--- config.mk ---
export PLATFORM = sky130hd
export DESIGN_NAME = nes_controller_reader
export DESIGN_NICKNAME = d
export VERILOG_FILES = /design/src/rtl/nes_controller_reader.sv
export SDC_FILE = /design/constraint.sdc
export NUM_CORES = 1
export LEC_CHECK = 0
export ABC_AREA = 1
export BUFFER_PORTS_ARGS = -buffer_cell sky130_fd_sc_hd__buf_2
export CORE_ASPECT_RATIO = 0.5
export CORE_MARGIN = 5
export CORE_UTILIZATION = 31
export DETAILED_ROUTE_END_ITERATION = 12
export GPL_ROUTABILITY_DRIVEN = 0
export PLACE_DENSITY_LB_ADDON = 0.1
export SLEW_MARGIN = 20
export SYNTH_ARGS = -nofsm -noshare
export SYNTH_HDL_FRONTEND = slang
export SYNTH_SLANG_ARGS = --single-unit
--- constraint.sdc ---
create_clock -name clk -period 2.47 [get_ports clk]
set_clock_uncertainty 0.15 [all_clocks]
set_input_delay 0.1235 -clock clk [delete_from_list [all_inputs] [get_ports clk]]
set_output_delay 0.1235 -clock clk [all_outputs]
set_load 0.02 [all_outputs]
--- src/rtl/nes_controller_reader.sv ---
// Latch/shift-clock generator and sampler for NES/SNES pads on a shared bus.
// Publishes a per-frame button vector with pressed/released edge flags.
module nes_controller_reader #(
   parameter int CLK_HZ      = 50000000,
   parameter int NUM_PADS    = 1,
   parameter int BITS        = 8,
   parameter int HALF_CYCLES = 300,
   parameter int POLL_CYCLES = 833333
) (
   input  logic                     clk,
   input  logic                     rst_n,
   input  logic                     enable,
   input  logic                     poll_now,
   input  logic [NUM_PADS-1:0]      nes_data,
   output logic                     nes_latch,
   output logic                     nes_clock,
   output logic [NUM_PADS*BITS-1:0] buttons,
   output logic [NUM_PADS*BITS-1:0] pressed,
   output logic [NUM_PADS*BITS-1:0] released,
   output logic                     valid,
   output logic                     busy
);

   localparam int W  = NUM_PADS * BITS;
   localparam int IW = (BITS > 1) ? $clog2(BITS) : 1;
   localparam int CW = $clog2(2 * HALF_CYCLES);
   localparam int PW = (POLL_CYCLES > 1) ? $clog2(POLL_CYCLES) : 1;

   localparam logic [CW-1:0] LATCH_LAST = CW'(2 * HALF_CYCLES - 1);
   localparam logic [CW-1:0] HALF_LAST  = CW'(HALF_CYCLES - 1);
   localparam logic [PW-1:0] POLL_LAST  = PW'(POLL_CYCLES - 1);
   localparam logic [IW-1:0] IDX_LAST   = IW'(BITS - 1);

   // A nonsensical clock or a poll period shorter than a frame disables auto polling
   localparam bit AUTO_OK = (CLK_HZ > 0) &&
                            (POLL_CYCLES > 2 * HALF_CYCLES * BITS);

   typedef enum logic [2:0] {
      IDLE,
      LATCH,
      CLK_HI,
      CLK_LO,
      DONE
   } state_t;

   state_t              state, state_n;
   logic [NUM_PADS-1:0] sync1, sync2;
   logic [PW-1:0]       poll_cnt;
   logic [CW-1:0]       cnt, cnt_n;
   logic [IW-1:0]       idx, idx_n;
   logic [W-1:0]        shift_q, shift_n;
   logic                sample;
   logic                tick;
   logic                start;

   always_ff @(posedge clk or negedge rst_n) begin
      if (!rst_n) begin
         sync1 <= '1;
         sync2 <= '1;
      end else begin
         sync1 <= nes_data;
         sync2 <= sync1;
      end
   end

   always_ff @(posedge clk or negedge rst_n) begin
      if (!rst_n)
         poll_cnt <= '0;
      else if (!enable || poll_cnt == POLL_LAST)
         poll_cnt <= '0;
      else
         poll_cnt <= poll_cnt + PW'(1);
   end

   assign tick  = enable && AUTO_OK && (poll_cnt == POLL_LAST);
   assign start = tick || poll_now;

   always_comb begin
      state_n = state;
      cnt_n   = cnt + CW'(1);
      idx_n   = idx;
      sample  = 1'b0;
      unique case (state)
         IDLE: begin
            cnt_n = '0;
            idx_n = '0;
            if (start)
               state_n = LATCH;
         end
         LATCH: begin
            if (cnt == LATCH_LAST) begin
               sample = 1'b1;
               cnt_n  = '0;
               if (BITS == 1) begin
                  state_n = DONE;
               end else begin
                  state_n = CLK_HI;
                  idx_n   = IW'(1);
               end
            end
         end
         CLK_HI: begin
            if (cnt == HALF_LAST) begin
               sample  = 1'b1;
               cnt_n   = '0;
               state_n = CLK_LO;
            end
         end
         CLK_LO: begin
            if (cnt == HALF_LAST) begin
               cnt_n = '0;
               if (idx == IDX_LAST) begin
                  state_n = DONE;
               end else begin
                  idx_n   = idx + IW'(1);
                  state_n = CLK_HI;
               end
            end
         end
         DONE: begin
            cnt_n   = '0;
            state_n = IDLE;
         end
         default: begin
            cnt_n   = '0;
            state_n = IDLE;
         end
      endcase
   end

   always_comb begin
      shift_n = shift_q;
      if (sample)
         for (int p = 0; p < NUM_PADS; p++)
            shift_n[p * BITS + int'(idx)] = sync2[p];
   end

   // Result registers load on entry to DONE so they line up with valid
   always_ff @(posedge clk or negedge rst_n) begin
      if (!rst_n) begin
         state    <= IDLE;
         cnt      <= '0;
         idx      <= '0;
         shift_q  <= '1;
         buttons  <= '0;
         pressed  <= '0;
         released <= '0;
      end else begin
         state   <= state_n;
         cnt     <= cnt_n;
         idx     <= idx_n;
         shift_q <= shift_n;
         if (state_n == DONE) begin
            buttons  <= ~shift_n;
            pressed  <= ~shift_n & ~buttons;
            released <= shift_n & buttons;
         end
      end
   end

   assign nes_latch = (state == LATCH);
   assign nes_clock = (state == CLK_HI);
   assign valid     = (state == DONE);
   assign busy      = (state != IDLE);

endmodule

==> run metrics <==
Routed met1 length=4.06 mm; Levels on crit path=8; synthesized net count=475; unrepaired setup endpoints after global routing=false; Core ar.=11700 um^2; fmax=0.455 GHz; critical path data arrival time=2.26 ns; final setup margin=0.274 ns; yosys warns=0; Ports=33; die width=164 um; drt total wl=8.45 mm; Worst R2R Path Depth=8; final hold vios=0; leading cell type in the layout, fill and taps excluded=nand2_1; FILL cells=1255; delay-heaviest family, CP=simple AND/OR/NAND/NOR gates; Max IR drop VDD=258 uV; Critical Path RT=2.53 ns; Seq/Total Area, Yosys=0.480; drt initial violations=88; share of cells above drive strength 1=0.160; DP Wirelength=6.09 mm; maxcap violations=0; Worst setup SP type=flop; PortBufs=32; worst slew pin tran=0.560 ns; WP buf/inv=2; H-tree Lvls=3; clock period minus worst slack=2.20 ns; Gate Count Post-Synth=465; hold_sp=poll_now; commonest cells after routing, fill and taps aside=nand2_1, inv_1, dfrtp_1; initial antenna violation count=0; Rel. slew slack=0.627; Worst setup EP type=flop; clock slew at reported path FFs=0.05 ns; Resized cells post-CTS=0; die area=14300 um^2; Starting Density=0.314; vias=2974; Slowest cell on crit path=dfrtp_1; Overflow after GRT=0; Routed WL per cell=12.5 um; Pwr Density=579 nW/um^2; fin util=0.372; Max Fanout on Critical Path=33; worst reg2reg startpoint=idx[0]; highest routed metal layer=met4; Synth area leader=dfrtp_1; Setup violations, final=0; Synth top area share=0.409; Distinct cells, synth=34; metal3 WL=299 um; clk root buf=clkbuf_16; crit-path cells=ha_1 > ha_1 > nand2_1 > clkinv_1 > nand3_4 > clkinv_4 > nand3_1 > nand2_1; Clock Sinks=70; DRC viols=0; CTS tree=built; leakage=2.10 nW; Routed Antenna Nets=0; row count=28; worst setup path category=reg -> reg; setup tns final=0 ns; WL met2=3.98 mm; status=complete, no violations; antenna diode count=0; Setup crit start=idx[0]; Inserted Clock Buffers=9; later-pin clock latency in the skew report=0.33 ns; Slew Viols, Final=0; Hold Path Class=in -> reg; Max clock buf depth=2; Synth area leaders=dfrtp_1, nand2_1, dfstp_2, inv_1, nor2_1; 1st-pass router iterations=4; fin nets=517; CP max stage delay=0.50 ns; vias in the first global route=3105; worst hold slack=0.0747 ns; global-route wire length before repair=15.0 mm; GR Util All Layers=0.134; syn avg cell area=7.90 um^2; crit share post-route=0.889; Syn Std Cell Area=3670 um^2; DIE HEIGHT=87.0 um; largest net degree at the start of global routing=42; area grow syn2layout=18.5%; vias per inst=4.39; hold path depth=5; dpl ws=0.286 ns; number of synthesized register bits=70
-- metrics by stage --
stage                     power (mW)  instance area [um^2]  cells
after floorplan                 1.20                  3670    465
after global routing            2.63                  4350    677
final                           2.52                  4350    677
after CTS                       2.57                  4350    677
after detailed placement        1.24                  4040    659
after global placement          1.24                  4040    659
-- flip-flops by register name, indices dropped and copies added, names as in the netlist --
register / cells
state: 3
cnt: 10
idx: 3
shift_q: 8
buttons: 8
sync2: 1
poll_cnt: 20
pressed: 8
sync1: 1
released: 8
-- power by group --
group / switching, mW / internal (mW) / total, mW
Combinational: 0.0428 / 0.0164 / 0.0592
Clock: 0.461 / 0.839 / 1.30
Sequential: 0.00569 / 1.16 / 1.16
-- path summary, 6_finish.rpt --
path                                      to  slack, ns
worst max-delay path              pressed[7]       0.27
worst min-delay path                state[0]       0.07
worst max register to register    pressed[7]       0.27
worst min register to register         sync2       0.20
max in group asynchronous         shift_q[6]       1.34
min in group asynchronous       poll_cnt[18]       0.18
-- routing by layer --
metal,up-vias,track usage
met1,1377,0.169
li1,1555,-
met3,8,0.0416
met4,0,0.0403
met5,-,0
met2,34,0.223
-- Yosys cell counts, drive strengths merged --
master,instances
dfrtp,60
clkbuf,1
clkinv,2
nor3,17
nand3b,1
ha,5
buf,7
nor2,63
nand2,123
inv,68
dfstp,10
nand4,19
nand3,33
o31ai,1
o21ai,19
or2,2
a21oi,14
nor4,1
xnor2,3
o22ai,1
xor2,15
-- timing repair --
| item | 4_1_cts | 5_1_grt |
|---|---|---|
| hold buffers | 2 | 0 |
| endpoints found under the hold margin | 37 | 0 |
| buffers inserted | 0 | 0 |
-- cell families (layout without fill, tap and decap cells) --
kind of cell             count (synthesis)  after routing  synth area share
AND/OR/NAND/NOR                        259            259             0.322
buffers and inverters                   78            125            0.0889
flip-flops                              70             70             0.480
AO/OA/AOI/OAI                           35             35            0.0487
XOR/XNOR                                18             18            0.0429
adder cells (fa/ha/maj)                  5              5            0.0170
-- layout make-up --
class	count	area, um^2	area share
Clock buffer	15	268	0.0615
Timing Repair Buffer	39	233	0.0535
Sequential cell	70	1760	0.405
Clock inverter	1	30.0	0.00690
Multi-Input combinational cell	317	1580	0.364
Inverter	70	268	0.0615
Tap cell	165	206	0.0474
-- worst min-delay path, stage by stage --
cell and delay [ns]:
buf_2 0.07, inv_1 0.03, nand2_1 0.16, nand2_1 0.07
nand2_1 0.06
Note: power is estimated with default switching activity, not from simulation.
